`config.mk`:
```
export PLATFORM = sky130hd
export DESIGN_NAME = dual_issue_queue
export DESIGN_NICKNAME = d
export VERILOG_FILES = /design/src/rtl/issue_pkg.sv /design/src/rtl/pair_hazard_check.sv /design/src/rtl/dual_issue_queue.sv
export SDC_FILE = /design/constraint.sdc
export NUM_CORES = 1
export LEC_CHECK = 0
export ABC_AREA = 1
export BUFFER_PORTS_ARGS = -buffer_cell sky130_fd_sc_hd__clkbuf_2
export CORE_UTILIZATION = 30
export DETAILED_ROUTE_END_ITERATION = 16
export PLACE_DENSITY_LB_ADDON = 0.25
export SLEW_MARGIN = 15
export SYNTH_ARGS = -nofsm -noshare
export SYNTH_HDL_FRONTEND = slang
export SYNTH_SLANG_ARGS = --single-unit
```
`constraint.sdc`:
```
create_clock -name clock_i -period 5.3 [get_ports clock_i]
set_input_delay 1.325 -clock clock_i [delete_from_list [all_inputs] [get_ports clock_i]]
set_output_delay 1.325 -clock clock_i [all_outputs]
set_load 0.05 [all_outputs]
```
`src/rtl/issue_pkg.sv`:
```
// Shared types for the dual-issue queue and its pair hazard checker.
package issue_pkg;
  localparam int OPCODE_W  = 7;
  localparam int REG_W     = 5;
  localparam int OPERAND_W = 16;

  localparam logic FORMAT_19B = 1'b0;
  localparam logic FORMAT_30B = 1'b1;

  // 30-bit queue entry; the field order matches the bench's packed compare.
  typedef struct packed {
    logic                 fmt;
    logic                 isBranch;
    logic [OPCODE_W-1:0]  opcode;
    logic [REG_W-1:0]     dst;
    logic [OPERAND_W-1:0] operand;
  } entry_t;

  function automatic logic reads_src(input entry_t e);
    return (e.fmt == FORMAT_19B) && (e.fmt != FORMAT_30B);
  endfunction
endpackage

```
`src/rtl/pair_hazard_check.sv`:
```
// Decides whether entry B may issue in the same group as the older entry A.
module pair_hazard_check
  import issue_pkg::*;
(
  input  entry_t a_i,
  input  entry_t b_i,
  output logic   coIssue_o
);
  logic w_hazard;
  logic w_unused;

  // A branch always closes the group; B must not touch A's register.
  assign w_hazard = a_i.isBranch
                 || (b_i.dst == a_i.dst)
                 || (reads_src(b_i) && (b_i.operand[REG_W-1:0] == a_i.dst));

  assign coIssue_o = ~w_hazard;
  assign w_unused  = ^{a_i.fmt, a_i.opcode, a_i.operand, b_i.isBranch,
                       b_i.opcode, b_i.operand[OPERAND_W-1:REG_W]};
endmodule

```
`src/rtl/dual_issue_queue.sv`:
```
// In-order circular queue taking up to two instructions per cycle and
// issuing up to two independent ones per cycle to execute.
module dual_issue_queue
  import issue_pkg::*;
#(
  parameter int QUEUE_DEPTH = 8,
  parameter int PTR_W       = 3
) (
  input  logic                 clock_i,
  input  logic                 reset_i,
  input  logic                 flushBack_i,
  input  logic                 enable_i1,
  input  logic                 enable_i2,
  input  logic                 isBranch_i1,
  input  logic                 isBranch_i2,
  input  logic                 instructionFormat_i1,
  input  logic                 instructionFormat_i2,
  input  logic [6:0]           opcode_i1,
  input  logic [6:0]           opcode_i2,
  input  logic [4:0]           reg_i1,
  input  logic [4:0]           reg_i2,
  input  logic [15:0]          operand_i1,
  input  logic [15:0]          operand_i2,
  input  logic                 ready_i,
  output logic                 stall_o,
  output logic                 issueValid_o1,
  output logic                 issueValid_o2,
  output logic                 isBranch_o1,
  output logic                 isBranch_o2,
  output logic                 instructionFormat_o1,
  output logic                 instructionFormat_o2,
  output logic [6:0]           opcode_o1,
  output logic [6:0]           opcode_o2,
  output logic [4:0]           reg_o1,
  output logic [4:0]           reg_o2,
  output logic [15:0]          operand_o1,
  output logic [15:0]          operand_o2,
  output logic [PTR_W:0]       queueCount_o
);
  localparam logic [PTR_W:0] STALL_TH = (PTR_W+1)'(QUEUE_DEPTH - 2);

  entry_t           r_mem [QUEUE_DEPTH];
  logic [PTR_W-1:0] r_head, r_tail;
  logic [PTR_W:0]   r_count;
  logic             r_stall, r_v1, r_v2;
  entry_t           r_o1, r_o2;

  entry_t           w_in1, w_in2, w_a, w_b;
  logic             w_wr1, w_wr2, w_adv, w_coissue, w_clear;
  logic [1:0]       w_enq, w_deq;
  logic [PTR_W-1:0] w_wptr2;
  logic [PTR_W:0]   w_count_next;

  assign w_in1 = '{fmt: instructionFormat_i1, isBranch: isBranch_i1,
                   opcode: opcode_i1, dst: reg_i1, operand: operand_i1};
  assign w_in2 = '{fmt: instructionFormat_i2, isBranch: isBranch_i2,
                   opcode: opcode_i2, dst: reg_i2, operand: operand_i2};

  assign w_clear = reset_i | flushBack_i;
  assign w_wr1   = enable_i1 & ~r_stall;
  assign w_wr2   = enable_i2 & ~r_stall;
  assign w_enq   = {1'b0, w_wr1} + {1'b0, w_wr2};
  assign w_wptr2 = w_wr1 ? r_tail + 1'b1 : r_tail;

  // Issue group is drawn only from entries present at the start of the cycle.
  assign w_a   = r_mem[r_head];
  assign w_b   = r_mem[r_head + 1'b1];
  assign w_adv = ~r_v1 | ready_i;

  pair_hazard_check u_hazard (
    .a_i       (w_a),
    .b_i       (w_b),
    .coIssue_o (w_coissue)
  );

  always_comb begin
    w_deq = 2'd0;
    if (w_adv && (r_count != '0))
      w_deq = ((r_count[PTR_W:1] != '0) && w_coissue) ? 2'd2 : 2'd1;
  end

  assign w_count_next = r_count + {{(PTR_W-1){1'b0}}, w_enq}
                                - {{(PTR_W-1){1'b0}}, w_deq};

  always_ff @(posedge clock_i) begin
    if (w_clear) begin
      r_head  <= '0;
      r_tail  <= '0;
      r_count <= '0;
      r_stall <= 1'b0;
      r_v1    <= 1'b0;
      r_v2    <= 1'b0;
      r_o1    <= '0;
      r_o2    <= '0;
    end else begin
      r_head  <= r_head + PTR_W'(w_deq);
      r_tail  <= r_tail + PTR_W'(w_enq);
      r_count <= w_count_next;
      // Stall while fewer than two entries would be free next cycle.
      r_stall <= w_count_next > STALL_TH;
      if (w_adv) begin
        r_v1 <= (r_count != '0);
        r_v2 <= (w_deq == 2'd2);
        if (r_count != '0) r_o1 <= w_a;
        if (w_deq == 2'd2) r_o2 <= w_b;
      end
    end
  end

  always_ff @(posedge clock_i) begin
    if (!w_clear) begin
      if (w_wr1) r_mem[r_tail]  <= w_in1;
      if (w_wr2) r_mem[w_wptr2] <= w_in2;
    end
  end

  assign stall_o              = r_stall;
  assign queueCount_o         = r_count;
  assign issueValid_o1        = r_v1;
  assign issueValid_o2        = r_v2;
  assign isBranch_o1          = r_o1.isBranch;
  assign isBranch_o2          = r_o2.isBranch;
  assign instructionFormat_o1 = r_o1.fmt;
  assign instructionFormat_o2 = r_o2.fmt;
  assign opcode_o1            = r_o1.opcode;
  assign opcode_o2            = r_o2.opcode;
  assign reg_o1               = r_o1.dst;
  assign reg_o2               = r_o2.dst;
  assign operand_o1           = r_o1.operand;
  assign operand_o2           = r_o2.operand;
endmodule

```
==> results of run 1 <==
==> power by group through the flow <==
stage | sequential (µW) | clock [µW] | combinational [µW]
5_1_grt | 2980 | 2620 | 4380
2_1_floorplan | 3440 | 0 | 2320
3_3_place_gp | 3010 | 0 | 3910
4_1_cts | 2960 | 2530 | 3960
3_5_place_dp | 3010 | 0 | 3950
6_report | 2960 | 2480 | 3990
==> worst register-to-register path, delay by kind of cell, from the launching register on <==
kind	cells	cell delay [ns]
AO/OA/AOI/OAI	1	0.07
XOR/XNOR	2	0.69
adder cells (fa/ha/maj)	4	1.04
buffers and inverters	4	0.65
flip-flops	1	0.37
AND/OR/NAND/NOR	9	0.94
==> cells in the mapped netlist <==
cell type	count	area (µm²)
o22ai_1	11	68.8
dfxtp_1	73	1460
o21ai_1	2	10.0
xor2_2	1	16.3
xnor2_2	1	16.3
clkbuf_2	29	145
xnor2_1	1	8.76
ha_1	10	125
nand3_1	100	500
a21oi_1	153	766
clkbuf_1	123	462
o211ai_1	26	195
nand4_4	1	21.3
a31oi_1	20	125
buf_2	22	110
nand3_2	2	20.0
edfxtp_1	240	7210
inv_2	1	3.75
buf_6	1	11.3
buf_1	13	48.8
inv_1	233	875
o21ai_0	494	2470
nor2_1	149	559
nand2_1	574	2150
xor2_1	5	43.8
fa_1	4	80.1
==> worst min-delay path by stage <==
stage	startpoint	to	slack, ns
after floorplan	r_tail[2]	r_tail[2]	0.54
after global placement	issueValid_o2	issueValid_o2	0.47
after detailed placement	issueValid_o2	issueValid_o2	0.47
after CTS	issueValid_o2	issueValid_o2	0.48
after global routing	issueValid_o2	issueValid_o2	0.50
final	issueValid_o2	issueValid_o2	0.48
==> registers in the layout (all words and copies together) (netlist names), 3 cells and up <==
name and cells:
r_mem 240, operand_o1 16, operand_o2 16, opcode_o1 7, opcode_o2 7, reg_o1 5, reg_o2 5, queueCount_o 4
r_head 3, r_tail 3
==> through the flow <==
| step | setup slack (ns) | cells | total power, µW |
|---|---|---|---|
| after floorplan | 0.602 | 2289 | 5760 |
| after global placement | 1.32 | 3039 | 6920 |
| after detailed placement | 1.22 | 3039 | 6970 |
| after CTS | 1.44 | 3104 | 9460 |
| after global routing | 1.16 | 3106 | 9980 |
| final | 1.40 | 3107 | 9420 |
==> logic make-up after synthesis <==
kind of cell    after synthesis  synth area share
compound gates              706             0.208
flops                       313             0.495
fa+ha+maj                    14            0.0117
xor+xnor                      8           0.00486
buf+inv                     422            0.0946
simple gates                826             0.186
==> area by class of cell <==
class                           count  area [µm²]  share of cell area
Sequential cell                   313        8670               0.434
Multi-Input combinational cell   1554        7310               0.366
Timing Repair Buffer              173        1020              0.0509
Clock buffer                       47        1000              0.0502
Tap cell                          765         957              0.0478
Inverter                          234         883              0.0442
Clock inverter                     18         145             0.00726
Antenna cell                        3        7.51            0.000375
==> metal layers <==
layer,part of all wire,vias up,GRT usage,wire length [µm]
met5,0.00022,-,0,13
met4,0.029,2,0.0671,1670
met3,0.068,89,0.0343,3960
met2,0.46,533,0.316,27100
met1,0.44,7281,0.259,25800
li1,-,7685,-,-
==> metrics, run 1 <==
outcome=completed; Post-Route WL=58.5 mm; routability congestion estimate=0.853; Slew @ Worst Pin=1.00 ns; layout cells sized above 1=0.107; Critical Path Max Stage Delay=0.50 ns; Yosys reg bits=about 310; mean post-synth cell area=7.65 µm²; fill count=6,046; DR vias=~16,000; dpl cell area=18,800 µm²; most frequent cells in the layout=nand2_1 (570), o21ai_0 (488), edfxtp_1 (240); CTS Buf Count=36; Syn. warnings=0; Synth Instances=approximately 2,300; Hold WS=0.482 ns; Worst EP arrival=between 4 and 5 ns; Post-Syn Nets=around 2,400; most common cell after layout, fill and taps aside=nand2_1; I/O Buffers=132; clock buffer depth=3; max-cap violation count=0; Worst-Skew Late Latency=0.56 ns; Period Utilization, post-route=0.735; htree depth=2; die width=244 µm; Max Freq=257 MHz; Layout area overhead=14.3%; Logic pwr share=0.423; DR vias/cell=5.02; Clk network pwr share=0.263; Crit Path Max Fanout=19; setup TNS=0 ns; pwr dens=471 nW/µm²; Switch Pwr=4110 µW; CTS Root Cell=clkbuf_16; DR pass1 iterations=6; largest net degree at the start of global routing=around 220; Cell Int Power=5320 µW; CP Depth=20; R2R Path End=stall_o; DP HPWL=37.2 mm; slew margin rel.=0.331; core area=57,700 µm²; Routed WL per cell=18.8 µm; Seq pwr share=0.314; first-pass GRT wire length=88.5 mm; Syn Std Cell Area=approximately 18,000 µm²; Setup Buffers After CTS=0; fin crit period=3.90 ns; Resized cells post-CTS=0; worst path cell trace=ha_2 > xnor2_2 > buf_4 > nand2_1 > nand2_1 > nor2_1 > nor2_1 > nand3_2 > nand3_1 > nand2_1 > inv_1 > ha_1 > inv_1 > ha_1 > inv_1 > fa_1 > xor2_1 > nor2_1 > nand2_1 > o21ai_0; CP endpoint=stall_o; Post-Route Utilization=0.347; Setup crit start=r_head[0]; Switching Share=0.436; leak pwr=~0.0086 µW; Slowest-stage cell, CP=xnor2_2; crit path buf inv count=4; initial core utilization=0.303; gr ovfl total=0; CP Launch Type=register; CTS tree=done; CTS clk-pin slew, worst paths=0.06 ns; worst hold-check path type=register to register; number of global-route vias before repair=14,500; WHS Path Cells=2; RSZ-0062 raised after global routing=false; worst vdd ir=366 µV; Total GRT Usage=0.194; Post-CTS Hold Buffers=0; reg2reg path depth=20; Final Max Slew Viols=0; nets=about 2,400; initial antenna violation count=4; antenna-violating nets left=0; slack of the worst reg-to-reg path=around 1.4 ns; IO Pins=between 100 and 150; Critical Path End Type=register; Final Cell Area=20,000 µm²; Iteration-0 DRC Markers=1,440; CP Class=register to register; die height=roughly 240 µm; R2R Path Start=r_head[0]; Seq/Total Area, Yosys=0.495; Clock Skew=0.0190 ns; DR DRC count=0; # clock sinks=~310; Rows=88; synth unique cells=26; required time of the critical path=~5.7 ns; cell family with most CP delay=adder cells; critical path's most frequent cell=nand2_1; Setup Viol. Count Final=0; die area=59,300 µm²; final hold vios=0
(Power assumes the default switching activity.)
==> inputs of run 2 (changes only) <==
--- a/config.mk
+++ b/config.mk
@@ -5,7 +5,7 @@
 export SDC_FILE = /design/constraint.sdc
 export NUM_CORES = 1
 export LEC_CHECK = 0
-export ABC_AREA = 1
+export ABC_AREA = 0
 export BUFFER_PORTS_ARGS = -buffer_cell sky130_fd_sc_hd__clkbuf_2
 export CORE_UTILIZATION = 30
 export DETAILED_ROUTE_END_ITERATION = 16
==> constraint.sdc (replaced) <==
create_clock -name clock_i -period 3.3 [get_ports clock_i]
set_input_delay 0.825 -clock clock_i [delete_from_list [all_inputs] [get_ports clock_i]]
set_output_delay 0.825 -clock clock_i [all_outputs]
set_load 0.05 [all_outputs]
==> metrics, run 2 <==
register name with the most flops=r_mem; Routed WL per cell=26.3 µm (+40%); top cells by area, synth=edfxtp_1 (41%), mux4_2 (17%), mux2_2 (16%), dfxtp_1 (8.3%), nand2_1 (2.5%); I/O Buffers=132 (unchanged); Syn. warnings=0 (unchanged); synth unique cells=47 (+81%); slew margin rel.=0.176 (-0.155); CTS Buf Count=38 (+5.6%); Reg area=8680 µm² (about the same); Max Freq=250 MHz (-2.5%); Post-Route Utilization=0.371 (+0.0244); leak pwr=0.00744 µW (-13%); antenna-violating nets left=0 (unchanged); asr flop ratio synth=0 (unchanged); Cell Int Power=9460 µW (+78%); # clock sinks=313 (unchanged); cell taking the most area after synthesis=edfxtp_1; Switching Share=0.356 (-0.0797); most common cell in the netlist=mux2_2; share of the synthesized area in the top cell type=0.411 (about the same); DP HPWL=39.1 mm (+5.1%); worst hold-check path type=register to register; slack of the worst reg-to-reg path=-0.70 ns (-2.10 ns); reg2reg path depth=15 (-25%); CP Depth=15 (-25%); CTS tree=done; required time of the critical path=3.74 ns (-1.98 ns); max FFs per register=240 (unchanged); Post-Route WL=58.0 mm (-0.76%); max-cap violation count=0 (unchanged); nets=1,490 (-38%); CP Class=register to register; CTS Root Cell=clkbuf_16; Total GRT Usage=0.194 (about the same); RSZ-0062 raised after global routing=true; Clock Skew=0.0145 ns (-0.00450 ns); pwr dens=686 nW/µm² (+46%); worst vdd ir=1040 µV (+190%); die height=244 µm (about the same); CP endpoint=stall_o; routability congestion estimate=0.835 (-2.1%); initial core utilization=0.304 (+0.000304); Critical Path Max Stage Delay=0.54 ns (+0.04 ns); crit path buf inv count=2 (-2); Seq pwr share=0.322 (+0.008); Clk network pwr share=0.290 (+0.027); most frequent cells in the layout=mux2_2 (244), edfxtp_1 (240), mux4_2 (133); Syn Std Cell Area=17,500 µm² (+0.10%); ys flop type=edfxtp_1; R2R Path End=stall_o; Synth Instances=1,220 (-47%); Inst Count DP=2,131 (-30%); Yosys reg bits=313 (unchanged); cell family with most CP delay=adder cells; CP Launch Type=register; gr ovfl total=0 (unchanged); Final Max Slew Viols=0 (unchanged); Setup Viol. Count Final=7 (+7); Iteration-0 DRC Markers=938 (-35%); R2R Path Start=r_head[0]; DR pass1 iterations=5 (-1); Layout area overhead=22.2%; die width=244 µm (about the same); Post-synth EDFFs=240 (unchanged); Post-Syn Nets=1,300 (-45%); largest net degree at the start of global routing=60 (-73%); Worst EP arrival=4.44 ns (+0.12 ns); worst setup margin=-0.698 ns (-2.10 ns); Slowest-stage cell, CP=fa_2; layout cells sized above 1=0.517 (+0.410); Seq/Total Area, Yosys=0.495 (about the same); fill count=5,581 (-7.7%); setup TNS=-3.06 ns (-3.06 ns); worst path cell trace=ha_4 > mux4_2 > xor2_1 > mux4_2 > or4_4 > a21oi_4 > nor2_4 > nand2_2 > inv_2 > fa_1 > buf_6 > fa_2 > nor2_1 > nand2_1 > o22ai_1; outcome=finished, violations left; critical path's most frequent cell=mux4_2; number of global-route vias before repair=12,000 (-17%); htree depth=2 (unchanged); Period Utilization, post-route=1.21 (+0.476); violated checks=negative setup slack; Critical Path End Type=register; Worst-Skew Late Latency=0.56 ns (about the same); initial antenna violation count=8 (+4); DR vias/cell=5.39 (+7.4%); most common cell after layout, fill and taps aside=mux2_2; Multi-input gate area=8620 µm² (+18%); Switch Pwr=5230 µW (+27%); DR vias=11,900 (-24%); Slew @ Worst Pin=1.24 ns (+0.235 ns); Setup crit start=r_head[0]; die area=59,400 µm² (about the same); Crit Path Max Fanout=6 (-13); first-pass GRT wire length=84.5 mm (-4.5%); fin crit period=4.00 ns (+0.101 ns); Synth top cells by count=mux2_2 (244), edfxtp_1 (240), mux4_2 (132); mean post-synth cell area=14.4 µm² (+88%); IO Pins=133 (unchanged); final hold vios=0 (unchanged); Logic pwr share=0.388 (-0.035); Finished Layout Cells=2,207 (-29%); Rows=88 (unchanged); clock buffer depth=3 (unchanged); CTS clk-pin slew, worst paths=0.05 ns (about the same); core area=57,700 µm² (unchanged); DR DRC count=0 (unchanged)
-- run 2: cell count changes after synthesis, moves of 24 or more --
cell,previous run,this run
mux4_2,0,132
a311oi_1,0,29
mux2i_1,0,40
and3_1,0,26
clkbuf_1,123,49
inv_1,233,16
nand3_1,100,6
mux2_2,0,244
clkbuf_2,29,0
o21ai_0,494,4
nor2_1,149,54
nand2_1,574,115
o211ai_1,26,2
a21oi_1,153,25
-- run 2: worst register-to-register path, stage by stage, from the launching register on --
cell     delay [ns]
dfxtp_4        0.37
ha_4           0.31
mux4_2         0.36
xor2_1         0.19
mux4_2         0.49
or4_4          0.45
a21oi_4        0.19
nor2_4         0.06
nand2_2        0.08
inv_2          0.04
fa_1           0.48
buf_6          0.14
fa_2           0.54
nor2_1         0.05
nand2_1        0.07
o22ai_1        0.06
-- run 2: repair_timing --
action                                  CTS  global route
hold endpoints to repair                  0             0
buffers inserted                          5             2
cloned                                    0             1
endpoints found under the setup margin    7            32
gates resized for setup                  13            15
pin swaps                                 7             5
hold buffers                              0             0
-- run 2: logic make-up (layout without fill, tap and decap cells) --
kind of cell               after synthesis  in the layout  synth area share
and+or+nand+nor                        229            229            0.0573
DFF                                    313            313             0.495
buffers and inverters                  118            338            0.0287
adders and majority gates               14             14            0.0117
other                                    0              2                 0
muxes                                  417            417             0.351
AOI/OAI and AO/OA                      102            102            0.0434
xor gates and xnor gates                27             27            0.0135
-- run 2: through the flow --
stage               power, µW  area [µm²]  setup WS, ns  hold WS [ns]
floorplan                8690       17600        -0.746         0.603
global placement        10200       20000        -0.689         0.449
detailed placement      10200       20000        -0.729         0.460
CTS                     14600       21300        -0.677         0.468
global route            15300       21400        -0.809         0.485
finish                  14700       21400        -0.698         0.461
-- run 2: layer usage --
metal / global-route usage / vias to the layer above / share of wire
met2: 0.302 / 423 / 0.46
li1: - / 5190 / -
met5: 0 / - / 0.0011
met1: 0.275 / 6193 / 0.46
met3: 0.0381 / 78 / 0.065
met4: 0.0511 / 10 / 0.021
-- run 2: power by group through the flow --
stage	logic, µW	registers, µW	clock network [µW]
global placement	5390	4810	0
finish	5700	4730	4260
detailed placement	5430	4810	0
CTS	5540	4730	4360
global route	6100	4770	4480
floorplan	3390	5300	0
-- run 2: how the worst min path moves through the flow --
stage                         startpoint              endpoint  slack [ns]  depth (start not counted)
floorplan                      r_head[0]             r_head[0]        0.60                          2
global placement           issueValid_o2         issueValid_o2        0.45                          2
detailed placement         operand_o2[3]         operand_o2[3]        0.46                          2
CTS                 instructionFormat_o2  instructionFormat_o2        0.47                          2
global route               issueValid_o2         issueValid_o2        0.49                          2
finish              instructionFormat_o2  instructionFormat_o2        0.46                          2
-- run 2: final cells by class --
| cell class | count | area share |
|---|---|---|
| Multi-Input combinational cell | 789 | 0.403 |
| Clock inverter | 17 | 0.00766 |
| Timing Repair Buffer | 248 | 0.0845 |
| Sequential cell | 313 | 0.405 |
| Inverter | 20 | 0.00351 |
| Tap cell | 765 | 0.0447 |
| Antenna cell | 2 | 0.000234 |
| Clock buffer | 53 | 0.0515 |
